[src/rtl/logic_op_pkg.sv]
// rtl/logic_op_pkg.sv - opcodes and FSM states shared by the logic op arbiter
// Purpose: opcode localparams OP_AND..OP_XNOR (OP_W bits) and result FSM states.
// Ports: none (package).
package logic_op_pkg;

   localparam int OP_W = 3;

   localparam logic [OP_W-1:0] OP_AND  = 3'd0;
   localparam logic [OP_W-1:0] OP_OR   = 3'd1;
   localparam logic [OP_W-1:0] OP_NOR  = 3'd2;
   localparam logic [OP_W-1:0] OP_NAND = 3'd3;
   localparam logic [OP_W-1:0] OP_XOR  = 3'd4;
   localparam logic [OP_W-1:0] OP_XNOR = 3'd5;

   typedef enum logic {
      ST_EMPTY = 1'b0,
      ST_FULL  = 1'b1
   } state_t;

endpackage

[src/rtl/rr_arbiter.sv]
// rtl/rr_arbiter.sv - round-robin grant: first request at or after ptr, wrapping
// Purpose: combinational round-robin selection among N requesters.
// Ports: req (N) requests, ptr (ID_W) search start,
//        grant (N) one-hot grant, grant_idx (ID_W) index of grant, any (1) some request seen.
module rr_arbiter #(
   parameter  int N    = 4,
   localparam int ID_W = $clog2(N)
) (
   input  logic [N-1:0]    req,
   input  logic [ID_W-1:0] ptr,
   output logic [N-1:0]    grant,
   output logic [ID_W-1:0] grant_idx,
   output logic            any
);

   logic [ID_W:0]   w_sum;
   logic [ID_W-1:0] w_idx;

   // Walk N positions starting at ptr; wrap is a subtract so N need not be a power of two.
   always_comb begin
      grant     = '0;
      grant_idx = '0;
      any       = 1'b0;
      w_sum     = '0;
      w_idx     = '0;
      for (int i = 0; i < N; i++) begin
         w_sum = {1'b0, ptr} + (ID_W+1)'(i);
         if (w_sum >= (ID_W+1)'(N)) begin
            w_sum = w_sum - (ID_W+1)'(N);
         end
         w_idx = w_sum[ID_W-1:0];
         if (!any && req[w_idx]) begin
            any          = 1'b1;
            grant[w_idx] = 1'b1;
            grant_idx    = w_idx;
         end
      end
   end

endmodule

[src/rtl/logic_op_arbiter.sv]
// rtl/logic_op_arbiter.sv - round-robin shared bitwise logic unit with one result register
// Purpose: N_REQ requesters share one WIDTH-bit AND/OR/NOR/NAND/XOR/XNOR unit.
// Ports: clk, rst_n (async active-low); req_valid/req_op/req_a/req_b per requester in,
//        req_ready per requester out; rsp_valid/rsp_id/rsp_data/rsp_err out, rsp_ready in.
// Option: LOGIC_ARB_GRANT_CNT_EN adds grant_cnt, a 16-bit wrapping accept counter per requester.
module logic_op_arbiter
   import logic_op_pkg::*;
#(
   parameter  int N_REQ = 4,
   parameter  int WIDTH = 8,
   localparam int ID_W  = $clog2(N_REQ)
) (
   input  logic                    clk,
   input  logic                    rst_n,
   input  logic [N_REQ-1:0]        req_valid,
   input  logic [OP_W*N_REQ-1:0]   req_op,
   input  logic [WIDTH*N_REQ-1:0]  req_a,
   input  logic [WIDTH*N_REQ-1:0]  req_b,
   output logic [N_REQ-1:0]        req_ready,
   output logic                    rsp_valid,
   input  logic                    rsp_ready,
   output logic [ID_W-1:0]         rsp_id,
   output logic [WIDTH-1:0]        rsp_data,
   output logic                    rsp_err
`ifdef LOGIC_ARB_GRANT_CNT_EN
   ,
   output logic [16*N_REQ-1:0]     grant_cnt
`endif
);

   state_t            r_state;
   logic              r_rsp_valid;
   logic [ID_W-1:0]   r_rsp_id;
   logic [WIDTH-1:0]  r_rsp_data;
   logic              r_rsp_err;
   logic [ID_W-1:0]   r_ptr;

   logic [N_REQ-1:0]  w_grant;
   logic [ID_W-1:0]   w_gidx;
   logic              w_any;
   logic              w_can_issue;
   logic              w_accept;
   logic [OP_W-1:0]   w_op;
   logic [WIDTH-1:0]  w_a;
   logic [WIDTH-1:0]  w_b;
   logic [WIDTH-1:0]  w_res;
   logic              w_err;
   logic [ID_W-1:0]   w_ptr_next;

   rr_arbiter #(.N(N_REQ)) u_rr (
      .req       (req_valid),
      .ptr       (r_ptr),
      .grant     (w_grant),
      .grant_idx (w_gidx),
      .any       (w_any)
   );

   // A slot is free when empty or when the held result drains this same cycle.
   assign w_can_issue = (r_state == ST_EMPTY) | rsp_ready;
   // rst_n gating keeps req_ready low during reset even though the FSM already reads EMPTY.
   assign req_ready   = w_grant & {N_REQ{w_can_issue & rst_n}};
   assign w_accept    = w_any & w_can_issue & rst_n;
   assign w_ptr_next  = (w_gidx == ID_W'(N_REQ-1)) ? '0 : w_gidx + 1'b1;

   always_comb begin
      w_op  = req_op[int'(w_gidx)*OP_W +: OP_W];
      w_a   = req_a[int'(w_gidx)*WIDTH +: WIDTH];
      w_b   = req_b[int'(w_gidx)*WIDTH +: WIDTH];
      w_err = 1'b0;
      case (w_op)
         OP_AND:  w_res = w_a & w_b;
         OP_OR:   w_res = w_a | w_b;
         OP_NOR:  w_res = ~(w_a | w_b);
         OP_NAND: w_res = ~(w_a & w_b);
         OP_XOR:  w_res = w_a ^ w_b;
         OP_XNOR: w_res = ~(w_a ^ w_b);
         default: begin
            w_res = '0;
            w_err = 1'b1;
         end
      endcase
   end

   always_ff @(posedge clk or negedge rst_n) begin
      if (!rst_n) begin
         r_state     <= ST_EMPTY;
         r_rsp_valid <= 1'b0;
         r_rsp_id    <= '0;
         r_rsp_data  <= '0;
         r_rsp_err   <= 1'b0;
         r_ptr       <= '0;
      end else begin
         case (r_state)
            ST_EMPTY: begin
               if (w_accept) begin
                  r_state     <= ST_FULL;
                  r_rsp_valid <= 1'b1;
               end
            end
            ST_FULL: begin
               if (!w_accept && rsp_ready) begin
                  r_state     <= ST_EMPTY;
                  r_rsp_valid <= 1'b0;
               end
            end
         endcase
         if (w_accept) begin
            r_rsp_data <= w_res;
            r_rsp_id   <= w_gidx;
            r_rsp_err  <= w_err;
            r_ptr      <= w_ptr_next;
         end
      end
   end

   assign rsp_valid = r_rsp_valid;
   assign rsp_id    = r_rsp_id;
   assign rsp_data  = r_rsp_data;
   assign rsp_err   = r_rsp_err;

`ifdef LOGIC_ARB_GRANT_CNT_EN
   logic [N_REQ-1:0][15:0] r_grant_cnt;

   always_ff @(posedge clk or negedge rst_n) begin
      if (!rst_n) begin
         r_grant_cnt <= '0;
      end else begin
         for (int i = 0; i < N_REQ; i++) begin
            if (w_accept && w_grant[i]) begin
               r_grant_cnt[i] <= r_grant_cnt[i] + 16'd1;
            end
         end
      end
   end

   assign grant_cnt = r_grant_cnt;
`endif

endmodule

[config.mk]
export PLATFORM = sky130hd
export DESIGN_NAME = logic_op_arbiter
export DESIGN_NICKNAME = d
export VERILOG_FILES = /design/src/rtl/logic_op_pkg.sv /design/src/rtl/rr_arbiter.sv /design/src/rtl/logic_op_arbiter.sv
export SDC_FILE = /design/constraint.sdc
export NUM_CORES = 1
export LEC_CHECK = 0
export BUFFER_PORTS_ARGS = -buffer_cell sky130_fd_sc_hd__buf_2
export CORE_MARGIN = 1.5
export CORE_UTILIZATION = 56
export DETAILED_ROUTE_END_ITERATION = 7
export GPL_TIMING_DRIVEN = 0
export PLACE_DENSITY = 0.88
export SYNTH_ARGS = -nofsm -noshare
export SYNTH_HDL_FRONTEND = slang
export SYNTH_SLANG_ARGS = --single-unit
[constraint.sdc]
create_clock -name clk -period 11.8 [get_ports clk]
set_input_delay 1.18 -clock clk [delete_from_list [all_inputs] [get_ports clk]]
set_output_delay 1.18 -clock clk [all_outputs]
set_load 0.03 [all_outputs]
==> impl_results.md, run 1 <==
- Antenna-violating nets left: 0
- Reg-to-Reg Start: r_ptr[0]$_DFFE_PN0P_
- GRT Overall Usage: 0.296
- Starting DRT DRC Count: 214
- Largest net degree at the start of global routing: 17
- Setup Skew: 0.000821 ns
- Final Hold Vio Count: 0
- Seq/Total Area, Yosys: 0.129
- Critical Path Start Type: flip-flop
- Die Wd: 75.1 um
- Post-DR wirelength/cell: 16.6 um
- Std-Cell Rows: 26
- Max-slew headroom: 0.440
- Reg-to-reg endpoint: rsp_data[1]$_DFFE_PN0P_
- Ant. Diodes: 0
- Fin crit period: 4.49 ns
- Routed WL: 7960 um
- Finished Cell Area: 3520 um^2
- Final Max Slew Viols: 0
- Syn Inst Count: 310
- Worst Path Required: 11.96 ns
- Cell variety after synth: 56
- Power Dens Cells: 388 nW/um^2
- Reg clk slew, reported paths: 0.06 ns
- NumNets Final: 517
- CTS buffer count: 3
- Detailed placement HPWL: 6360 um
- Final period util: 0.381
- Status: completed
- Placed Instances: 476
- Total number of vias: 2,984
- RSZ-0062 raised after global routing: no
- I/O pins: 99
- Post-Syn Area: 2910 um^2
- Worst Setup Path Type: reg2reg
- I/O Buffers: 96
- Synth async-reset ratio: 1.00
- Final Hold Slack: 0.448 ns
- Leakage: 1.68 nW
- Die Footprint: 5630 um^2
- CTS Sinks: 15
- HP Class: reg2reg
- Chip Height: 75.1 um
- Vias in the first global route: 2,914
- Clk Latency, worst-skew pair: 0.24 ns
- Worst Setup End Kind: flip-flop
- FILL cells: 405
- EDFF count, synth: 0
- Hold path startpoint: r_state$_DFF_PN0_
- Main synth FF type: dfrtp_1
- Post-CTS Setup Bufs: 0
- Max FO, Critical Path: 10
- Root Driver: clkbuf_8
- Post-route setup TNS: 0 ns
- Hold path cells: 1
- Share of cells above drive strength 1: 0.424
- Max IR drop VDD: 282 uV
- Worst setup slack after placement: 7.12 ns
- Setup ws final: 7.31 ns
- Area Overhead vs Synth: 21.1%
- Hold buffer count at CTS: 0
- Antenna violations before repair: 0
- Drt first pass iters: 4
- Max Root-Sink Buffers: 2
- Dpl cell area: 3480 um^2
- Final core occ: 0.698
- CTS-repair resized insts: 0
- Syn nets: 416
- Total global routing overflow: 0
- WP data arrival: 4.66 ns
- Max Clk Rate: 223 MHz
- Drt drc: 0
- Worst Hold End: rsp_valid$_DFFE_PN0P_
- GPL Wtd Cong: 0.872
- # setup viols final: 0
- Reg2reg path depth: 16
- Total Power: 1.37 mW
- Core area: 5040 um^2
- TritonCTS clock tree: built
- Via density: 6.22
- Tightest Pin Transition: 0.833 ns
- Syn Area/Cell: 9.38 um^2
- First-pass GRT wire length: 12,800 um
- Maxcap violations: 0
- Worst reg-to-reg setup slack: 7.31 ns
- Starting density of the core: 0.577
- H-tree levels: 1
- Synthesis-stage register bit count: 15
- Layout Cells excl Fill: 480
- Yosys warnings: 0
routing by layer:
layer / track usage / wire, um
met1: 0.358 / 3090
met5: 0 / 0
met3: 0.0442 / 537
met4: 0.172 / 426
met2: 0.501 / 3910
cells in the mapped netlist, types with 2 or more instances:
cell / instances / area [um^2]
nand3b_1: 3 / 22.5
nand2_1: 9 / 33.8
inv_1: 23 / 86.3
mux2_2: 21 / 236
o21ai_0: 18 / 90.1
a221oi_1: 4 / 35.0
buf_4: 4 / 30.0
mux2i_1: 35 / 350
a21oi_1: 13 / 65.1
nand3_1: 9 / 45.0
nor3_1: 13 / 65.1
and3_1: 3 / 18.8
mux4_2: 18 / 405
nor2_1: 21 / 78.8
a41oi_2: 5 / 81.3
clkbuf_1: 8 / 30.0
or3_1: 5 / 31.3
a32o_1: 3 / 30.0
o21a_1: 3 / 22.5
dfrtp_1: 15 / 375
a22oi_1: 7 / 52.6
a21boi_0: 3 / 22.5
nand4_1: 4 / 25.0
buf_2: 7 / 35.0
ha_1: 23 / 288
a21boi_1: 2 / 15.0
o211ai_1: 2 / 15.0
layout by cell type, fill, tap and decap left out, types with 4 or more instances in the layout:
| cell type | count |
|---|---|
| clkbuf_1 | 9 |
| a221oi_1 | 4 |
| mux2i_1 | 35 |
| buf_4 | 4 |
| buf_2 | 103 |
| mux4_2 | 18 |
| nor3_1 | 13 |
| or3_1 | 5 |
| a41oi_2 | 5 |
| dfrtp_1 | 15 |
| mux2_2 | 21 |
| nand2_1 | 9 |
| nand3_1 | 9 |
| inv_1 | 23 |
| a22oi_1 | 7 |
| a21oi_1 | 13 |
| nor2_1 | 21 |
| nand4_1 | 4 |
| o21ai_0 | 18 |
| ha_1 | 23 |
where the power goes:
group / internal [mW] / switching (mW)
sequential: 0.0774 / 0.0218
clock: 0.0239 / 0.0167
combinational: 0.561 / 0.666
total: 0.663 / 0.704
registers in the layout, summed over array words and instances, names as in the netlist:
signal / cells
rsp_data: 8
r_ptr: 2
rsp_id: 2
r_state: 1
rsp_err: 1
rsp_valid: 1
cells by family (layout without fill, tap and decap cells):
| group | count (synthesis) | after routing | share of synthesized area |
|---|---|---|---|
| simple gates | 79 | 79 | 0.156 |
| mux | 75 | 75 | 0.346 |
| compound gates | 72 | 72 | 0.194 |
| buf+inv | 45 | 145 | 0.0731 |
| fa+ha+maj | 23 | 23 | 0.0990 |
| flops | 15 | 15 | 0.129 |
| xor+xnor | 1 | 1 | 0.00301 |
cell type report:
class | instances | area [um^2] | area share
inverters | 23 | 86.3 | 0.0245
flip-flops and latches | 15 | 375 | 0.107
plain buffers | 22 | 126 | 0.0359
clock buffers | 4 | 45.0 | 0.0128
repair buffers | 96 | 480 | 0.136
multi-input cells | 250 | 2320 | 0.659
well taps | 70 | 87.6 | 0.0249
worst max-delay path: stages, from the launching register on:
cell and delay (ns):
dfrtp_1 0.51, buf_6 0.21, inv_1 0.11, ha_1 0.29
buf_2 0.21, mux4_2 0.41, o21ba_2 0.31, nor3_4 0.07
nor2_4 0.25, buf_4 0.27, buf_2 0.31, mux2i_1 0.24
mux2_2 0.19, ha_1 0.20, mux4_2 0.31, or3_1 0.33
a41oi_2 0.18
worst max path at each step:
stage                                     from                 endpoint  cells after the start
after floorplan                   req_valid[2]  rsp_data[1]$_DFFE_PN0P_                     13
after global placement            req_valid[2]  rsp_data[1]$_DFFE_PN0P_                     13
after detailed placement          req_valid[2]  rsp_data[1]$_DFFE_PN0P_                     13
after CTS                 r_ptr[0]$_DFFE_PN0P_  rsp_data[1]$_DFFE_PN0P_                     16
after global routing      r_ptr[0]$_DFFE_PN0P_  rsp_data[1]$_DFFE_PN0P_                     16
final                     r_ptr[0]$_DFFE_PN0P_  rsp_data[1]$_DFFE_PN0P_                     16
No activity file was read; power rests on OpenSTA's default activity.
==> run 2, diff against run 1 <==
--- a/config.mk
+++ b/config.mk
@@ -7,10 +7,10 @@
 export LEC_CHECK = 0
 export BUFFER_PORTS_ARGS = -buffer_cell sky130_fd_sc_hd__buf_2
 export CORE_MARGIN = 1.5
-export CORE_UTILIZATION = 56
+export CORE_UTILIZATION = 52
 export DETAILED_ROUTE_END_ITERATION = 7
 export GPL_TIMING_DRIVEN = 0
-export PLACE_DENSITY = 0.88
+export PLACE_DENSITY = 0.82
 export SYNTH_ARGS = -nofsm -noshare
 export SYNTH_HDL_FRONTEND = slang
 export SYNTH_SLANG_ARGS = --single-unit
==> constraint.sdc (replaced) <==
create_clock -name clk -period 4.35 [get_ports clk]
set_input_delay 0.435 -clock clk [delete_from_list [all_inputs] [get_ports clk]]
set_output_delay 0.435 -clock clk [all_outputs]
set_load 0.03 [all_outputs]
==> run 2 against run 1 <==
  * Utilization down 4.3 points
  * Routed wire length down 3.2%
  * Clock skew up 0.0010 ns
  * Critical endpoint unchanged
  * Largest cell class unchanged
==> impl_results.md, run 2 (same netlist as run 1, synthesis figures left out) <==
- Antenna-violating nets left: 0 (unchanged)
- Share of cells above drive strength 1: 0.436 (+0.0114)
- Power Dens Cells: 1060 nW/um^2 (+170%)
- Tightest Pin Transition: 0.865 ns (+0.0321 ns)
- Starting density of the core: 0.535 (-0.0421)
- NumNets Final: 520 (+0.58%)
- Post-DR wirelength/cell: 15.9 um (-4.2%)
- RSZ-0062 raised after global routing: no
- Max Clk Rate: 243 MHz (+9.2%)
- Fin crit period: 4.12 ns (-0.379 ns)
- Starting DRT DRC Count: 241 (+13%)
- Max Root-Sink Buffers: 2 (unchanged)
- Drt first pass iters: 5 (+1)
- Final period util: 0.946 (+0.565)
- Max-slew headroom: 0.419 (-0.0216)
- WP data arrival: 4.27 ns (-0.39 ns)
- Total number of vias: 2,956 (-0.94%)
- # setup viols final: 0 (unchanged)
- HP Class: in2async
- Post-route setup TNS: 0 ns (unchanged)
- Antenna violations before repair: 0 (unchanged)
- Setup Skew: 0.00183 ns (+0.00101 ns)
- First-pass GRT wire length: 12,700 um (-1.2%)
- Commonest non-fill, non-tap cell in the layout: buf_2
- TritonCTS clock tree: built
- Std-Cell Rows: 27 (+3.8%)
- Largest net degree at the start of global routing: 17 (unchanged)
- GPL Wtd Cong: 0.901 (+3.4%)
- I/O Buffers: 96 (unchanged)
- Root Driver: clkbuf_8
- Hold buffer count at CTS: 0 (unchanged)
- Worst Path Required: 4.51 ns (-7.45 ns)
- FILL cells: 464 (+15%)
- Max IR drop VDD: 512 uV (+82%)
- Drt drc: 0 (unchanged)
- Ant. Diodes: 0 (unchanged)
- Max FO, Critical Path: 10 (unchanged)
- Final Max Slew Viols: 0 (unchanged)
- Clk Latency, worst-skew pair: 0.24 ns (about the same)
- Met3 wire length: 475 um (-12%)
- Reg clk slew, reported paths: 0.06 ns (about the same)
- Detailed placement HPWL: 6120 um (-3.8%)
- Status: completed
- Met1 Wirelength: 3050 um (-1.3%)
- Most frequent cells in the layout: buf_2, mux2i_1, inv_1, ha_1
- Leakage: 1.70 nW (+1.6%)
- WL met2: 3990 um (+2.1%)
- CTS buffer count: 3 (unchanged)
- I/O pins: 99 (unchanged)
- Final Hold Vio Count: 0 (unchanged)
- Die Wd: 77.8 um (+3.6%)
- Core area: 5440 um^2 (+7.9%)
- Chip Height: 77.8 um (+3.6%)
- Top sig layer: met4
- CTS Sinks: 15 (unchanged)
- GRT Overall Usage: 0.254 (-0.0426)
- Final core occ: 0.655 (-0.0429)
- Worst Setup Path Type: reg2reg
- Flip-flop count of the largest register after layout: 8 (unchanged)
- Routed WL: 7710 um (-3.2%)
- Worst Setup End Kind: flip-flop
- Die Footprint: 6050 um^2 (+7.4%)
- Vias in the first global route: 2,864 (-1.7%)
- Total Power: 3.77 mW (+180%)
- Via density: 6.09 (-2.0%)
- Total global routing overflow: 0 (unchanged)
- Critical Path Start Type: flip-flop
- Maxcap violations: 0 (unchanged)
- H-tree levels: 1 (unchanged)
- Area Overhead vs Synth: 22.6%
-- run 2: repair_timing --
action / CTS / global route
setup buffers: 0 / 3
endpoints found under the setup margin: 6 / 8
pin swaps: 0 / 1
gates resized for setup: 2 / 5
-- run 2: final timing paths --
check | start | endpoint | slack (ns) | depth (start not counted)
worst min-delay path | rst_n | rsp_data[6]$_DFFE_PN0P_ | 0.09 | 1
worst min register to register | r_state$_DFF_PN0_ | rsp_valid$_DFFE_PN0P_ | 0.43 | 1
max in group asynchronous | rst_n | r_ptr[0]$_DFFE_PN0P_ | 3.98 | 1
worst max-delay path | r_ptr[0]$_DFFE_PN0P_ | rsp_data[1]$_DFFE_PN0P_ | 0.23 | 16
worst max register to register | r_ptr[0]$_DFFE_PN0P_ | rsp_data[1]$_DFFE_PN0P_ | 0.23 | 16
min in group clk | r_state$_DFF_PN0_ | rsp_valid$_DFFE_PN0P_ | 0.43 | 1
-- run 2: final cells by class --
cell class / instances / area, um^2 / area share
repair buffers: 99 / 503 / 0.141
flip-flops and latches: 15 / 377 / 0.106
clock inverters: 1 / 5.00 / 0.00140
clock buffers: 3 / 41.3 / 0.0116
inverters: 23 / 86.3 / 0.0242
multi-input cells: 250 / 2320 / 0.652
plain buffers: 22 / 138 / 0.0386
well taps: 72 / 90.1 / 0.0253
-- run 2: metal layers --
metal  global-route usage  up-vias
met3               0.0200       26
met2                0.468      145
li1                     -     1384
met5                    0        -
met4               0.0727        0
met1                0.313     1401
-- run 2: critical path, stage by stage, from the launching register on --
cell and delay, ns:
dfrtp_2 0.45, buf_6 0.19, inv_1 0.12, ha_1 0.29, buf_2 0.20, mux4_2 0.39
o21ba_2 0.31, nor3_4 0.07, nor2_4 0.11, buf_4 0.23, buf_4 0.25, mux2i_1 0.11
mux2_2 0.28, ha_1 0.23, mux4_2 0.28, or3_1 0.33, a41oi_2 0.19
-- run 2: power by group --
part	total, mW	switching [mW]	internal (mW)
Combinational	3.38	1.81	1.58
Clock	0.110	0.0471	0.0633
Sequential	0.273	0.0623	0.211
-- run 2: metrics by stage --
step | hold WS (ns) | std cells | cell area [um^2] | setup WS (ns)
2_1_floorplan | 0.139 | 310 | 2910 | 0.408
3_5_place_dp | 0.359 | 478 | 3480 | -0.161
3_3_place_gp | 0.349 | 478 | 3480 | -0.0555
6_report | 0.0896 | 485 | 3560 | 0.235
5_1_grt | 0.112 | 485 | 3560 | 0.0248
4_1_cts | 0.0978 | 482 | 3530 | 0.0420
==> run 3, diff against run 2 <==
--- a/config.mk
+++ b/config.mk
@@ -7,10 +7,10 @@
 export LEC_CHECK = 0
 export BUFFER_PORTS_ARGS = -buffer_cell sky130_fd_sc_hd__buf_2
 export CORE_MARGIN = 1.5
-export CORE_UTILIZATION = 52
+export CORE_UTILIZATION = 45
 export DETAILED_ROUTE_END_ITERATION = 7
 export GPL_TIMING_DRIVEN = 0
-export PLACE_DENSITY = 0.82
+export PLACE_DENSITY = 0.73
 export SYNTH_ARGS = -nofsm -noshare
 export SYNTH_HDL_FRONTEND = slang
 export SYNTH_SLANG_ARGS = --single-unit
==> run 3 against run 2 <==
  * Via count shrank 2.2%
  * Routed wire length shrank 2.1%
  * Critical endpoint is now rsp_data[5]$_DFFE_PN0P_
  * Setup slack gained 0.049 ns
  * Critical path type unchanged
  * Clock power is essentially flat
  * Combinational power is essentially flat
==> impl_results.md, run 3 (same netlist as run 1, synthesis figures left out) <==
- Status: completed
- Area Overhead vs Synth: 22.6% (about the same)
- # setup viols final: 0 (unchanged)
- Max IR drop VDD: 451 uV (-12%)
- Logic pwr share: 0.898 (about the same)
- Leakage: 1.70 nW (-0.24%)
- I/O Buffers: 96 (unchanged)
- Via density: 5.90 (-3.2%)
- Chip Height: 83.4 um (+7.2%)
- Commonest non-fill, non-tap cell in the layout: buf_2
- Max Clk Rate: 246 MHz (+1.2%)
- I/O pins: 99 (unchanged)
- Max Root-Sink Buffers: 2 (unchanged)
- Detailed placement HPWL: 6110 um (about the same)
- Worst Setup End Kind: flip-flop
- Switching Fraction: 0.506 (-0.00291)
- Worst Setup Path Type: reg2reg
- Power Dens Cells: 1050 nW/um^2 (-1.1%)
- WP data arrival: 4.23 ns (-0.04 ns)
- Tightest Pin Transition: 0.875 ns (+0.0109 ns)
- Total global routing overflow: 0 (unchanged)
- Clock power share: 0.030 (about the same)
- Total number of vias: 2,890 (-2.2%)
- Largest net degree at the start of global routing: 17 (unchanged)
- CP Cell Sequence: buf_6, inv_1, ha_1, buf_2, mux4_2, o21ba_2, nor3_4, nor2_4, buf_6, buf_4, mux2i_1, mux2_2, ha_1, inv_1, a21oi_1, o21ai_0, nand4_1, a41oi_2
- Drt first pass iters: 4 (-1)
- Die Footprint: 6950 um^2 (+15%)
- Root Driver: clkbuf_8
- Sequential share of power: 0.072 (about the same)
- Drt drc: 0 (unchanged)
- Setup ws final: 0.284 ns (+0.0489 ns)
- GRT Overall Usage: 0.222 (-0.0318)
- Reg clk slew, reported paths: 0.06 ns (about the same)
- First-pass GRT wire length: 13,000 um (+2.6%)
- Worst setup slack after placement: -0.115 ns (+0.0456 ns)
- Net Sw Power: 1.89 mW (-1.6%)
- TritonCTS clock tree: built
- Flip-flop count of the largest register after layout: 8 (unchanged)
- GPL Wtd Cong: 0.899 (-0.23%)
- Die Wd: 83.4 um (+7.2%)
- Total Power: 3.73 mW (-1.0%)
- Critical Path Start Type: flip-flop
- Max FO, Critical Path: 10 (unchanged)
- P_int: 1.84 mW (-0.43%)
- Critical-path top delay cell: dfrtp_2
- Std-Cell Rows: 29 (+7.4%)
- Vias in the first global route: 2,863 (-0.035%)
- Ant. Diodes: 0 (unchanged)
- H-tree levels: 1 (unchanged)
- Antenna-violating nets left: 0 (unchanged)
- Hold buffer count at CTS: 0 (unchanged)
- Starting DRT DRC Count: 208 (-14%)
- Worst Path Required: 4.51 ns (about the same)
- Final Max Slew Viols: 0 (unchanged)
- Post-DR wirelength/cell: 15.4 um (-3.1%)
- Maxcap violations: 0 (unchanged)
- Final period util: 0.935 (-0.0112)
- Share of cells above drive strength 1: 0.433 (-0.00242)
- Clk Latency, worst-skew pair: 0.24 ns (about the same)
- CP delay by family, top: buffers and inverters
- RSZ-0062 raised after global routing: no
- HP Class: in2async
- Buffers and inverters on the worst path: 6 (+1)
- Most frequent cells in the layout: buf_2, mux2i_1, inv_1, ha_1
- NumNets Final: 520 (unchanged)
- Starting density of the core: 0.461 (-0.0741)
- FILL cells: 600 (+29%)
- CTS Sinks: 15 (unchanged)
- Antenna violations before repair: 0 (unchanged)
- Max-slew headroom: 0.411 (-0.00732)
- CTS buffer count: 3 (unchanged)
- Setup Skew: 0.00248 ns (+0.000652 ns)
- Fin crit period: 4.07 ns (-0.0489 ns)
- Core area: 6310 um^2 (+16%)
- Final Hold Vio Count: 0 (unchanged)
- Worst path max stage delay: 0.45 ns (about the same)
- Routed WL: 7550 um (-2.1%)
- Final core occ: 0.565 (-0.0906)
[run 3: cell types whose count changed in the layout (fill, tap and decap cells not counted), sizes merged]
cell	delta
clkinv	-1
clkbuf	+1
[run 3: path summary, 6_finish.rpt]
check                                      from                 endpoint  slack (ns)  cells past startpoint
max in group asynchronous                 rst_n     r_ptr[0]$_DFFE_PN0P_        3.98                      1
min in group clk              r_state$_DFF_PN0_    rsp_valid$_DFFE_PN0P_        0.45                      1
max reg2reg                r_ptr[0]$_DFFE_PN0P_  rsp_data[5]$_DFFE_PN0P_        0.28                     18
min reg2reg                   r_state$_DFF_PN0_    rsp_valid$_DFFE_PN0P_        0.45                      1
max                        r_ptr[0]$_DFFE_PN0P_  rsp_data[5]$_DFFE_PN0P_        0.28                     18
min                                       rst_n    rsp_id[1]$_DFFE_PN0P_        0.09                      1
[run 3: worst reg2reg max path: stages, from the launching register on]
cell and delay [ns]:
dfrtp_2 0.45, buf_6 0.19, inv_1 0.11, ha_1 0.28
buf_2 0.19, mux4_2 0.39, o21ba_2 0.30, nor3_4 0.07
nor2_4 0.12, buf_6 0.19, buf_4 0.24, mux2i_1 0.10
mux2_2 0.28, ha_1 0.34, inv_1 0.10, a21oi_1 0.05
o21ai_0 0.21, nand4_1 0.16, a41oi_2 0.21
[run 3: final cells by class]
class / count / area (um^2) / share of cell area
multi-input combinational: 250 / 2320 / 0.652
timing repair buffer: 99 / 503 / 0.141
sequential: 15 / 377 / 0.106
buffer: 22 / 134 / 0.0375
tap: 77 / 96.3 / 0.0270
inverter: 23 / 86.3 / 0.0242
clock buffer: 4 / 45.0 / 0.0126
[run 3: timing repair]
item,in CTS,in global routing
pin swaps,0,1
endpoints found under the setup margin,7,8
setup buffers,0,3
gates cloned,0,0
endpoints found under the hold margin,0,0
gates resized for setup,2,4
[run 3: power by group through the flow]
| stage | combinational, mW | sequential [mW] | clock (mW) |
|---|---|---|---|
| 3_5_place_dp | 3.27 | 0.273 | 0 |
| 4_1_cts | 3.28 | 0.273 | 0.113 |
| 6_report | 3.35 | 0.270 | 0.111 |
| 5_1_grt | 3.68 | 0.280 | 0.123 |
| 3_3_place_gp | 3.19 | 0.272 | 0 |
| 2_1_floorplan | 2.52 | 0.367 | 0 |
[run 3: stage by stage]
| step | instances | setup TNS [ns] | hold WS [ns] | area [um^2] |
|---|---|---|---|---|
| 2_1_floorplan | 310 | 0 | 0.139 | 2910 |
| 3_3_place_gp | 483 | -0.142 | 0.351 | 3480 |
| 3_5_place_dp | 483 | -0.256 | 0.361 | 3480 |
| 4_1_cts | 487 | 0 | 0.0976 | 3530 |
| 5_1_grt | 490 | 0 | 0.102 | 3570 |
| 6_report | 490 | 0 | 0.0889 | 3570 |
[run 3: layer usage]
| metal | vias up | part of all wire | GRT usage |
|---|---|---|---|
| met5 | - | 0 | 0 |
| met4 | 0 | 0.017 | 0.0561 |
| met3 | 13 | 0.071 | 0.0338 |
| met2 | 109 | 0.50 | 0.387 |
| met1 | 1379 | 0.41 | 0.288 |
| li1 | 1389 | - | - |
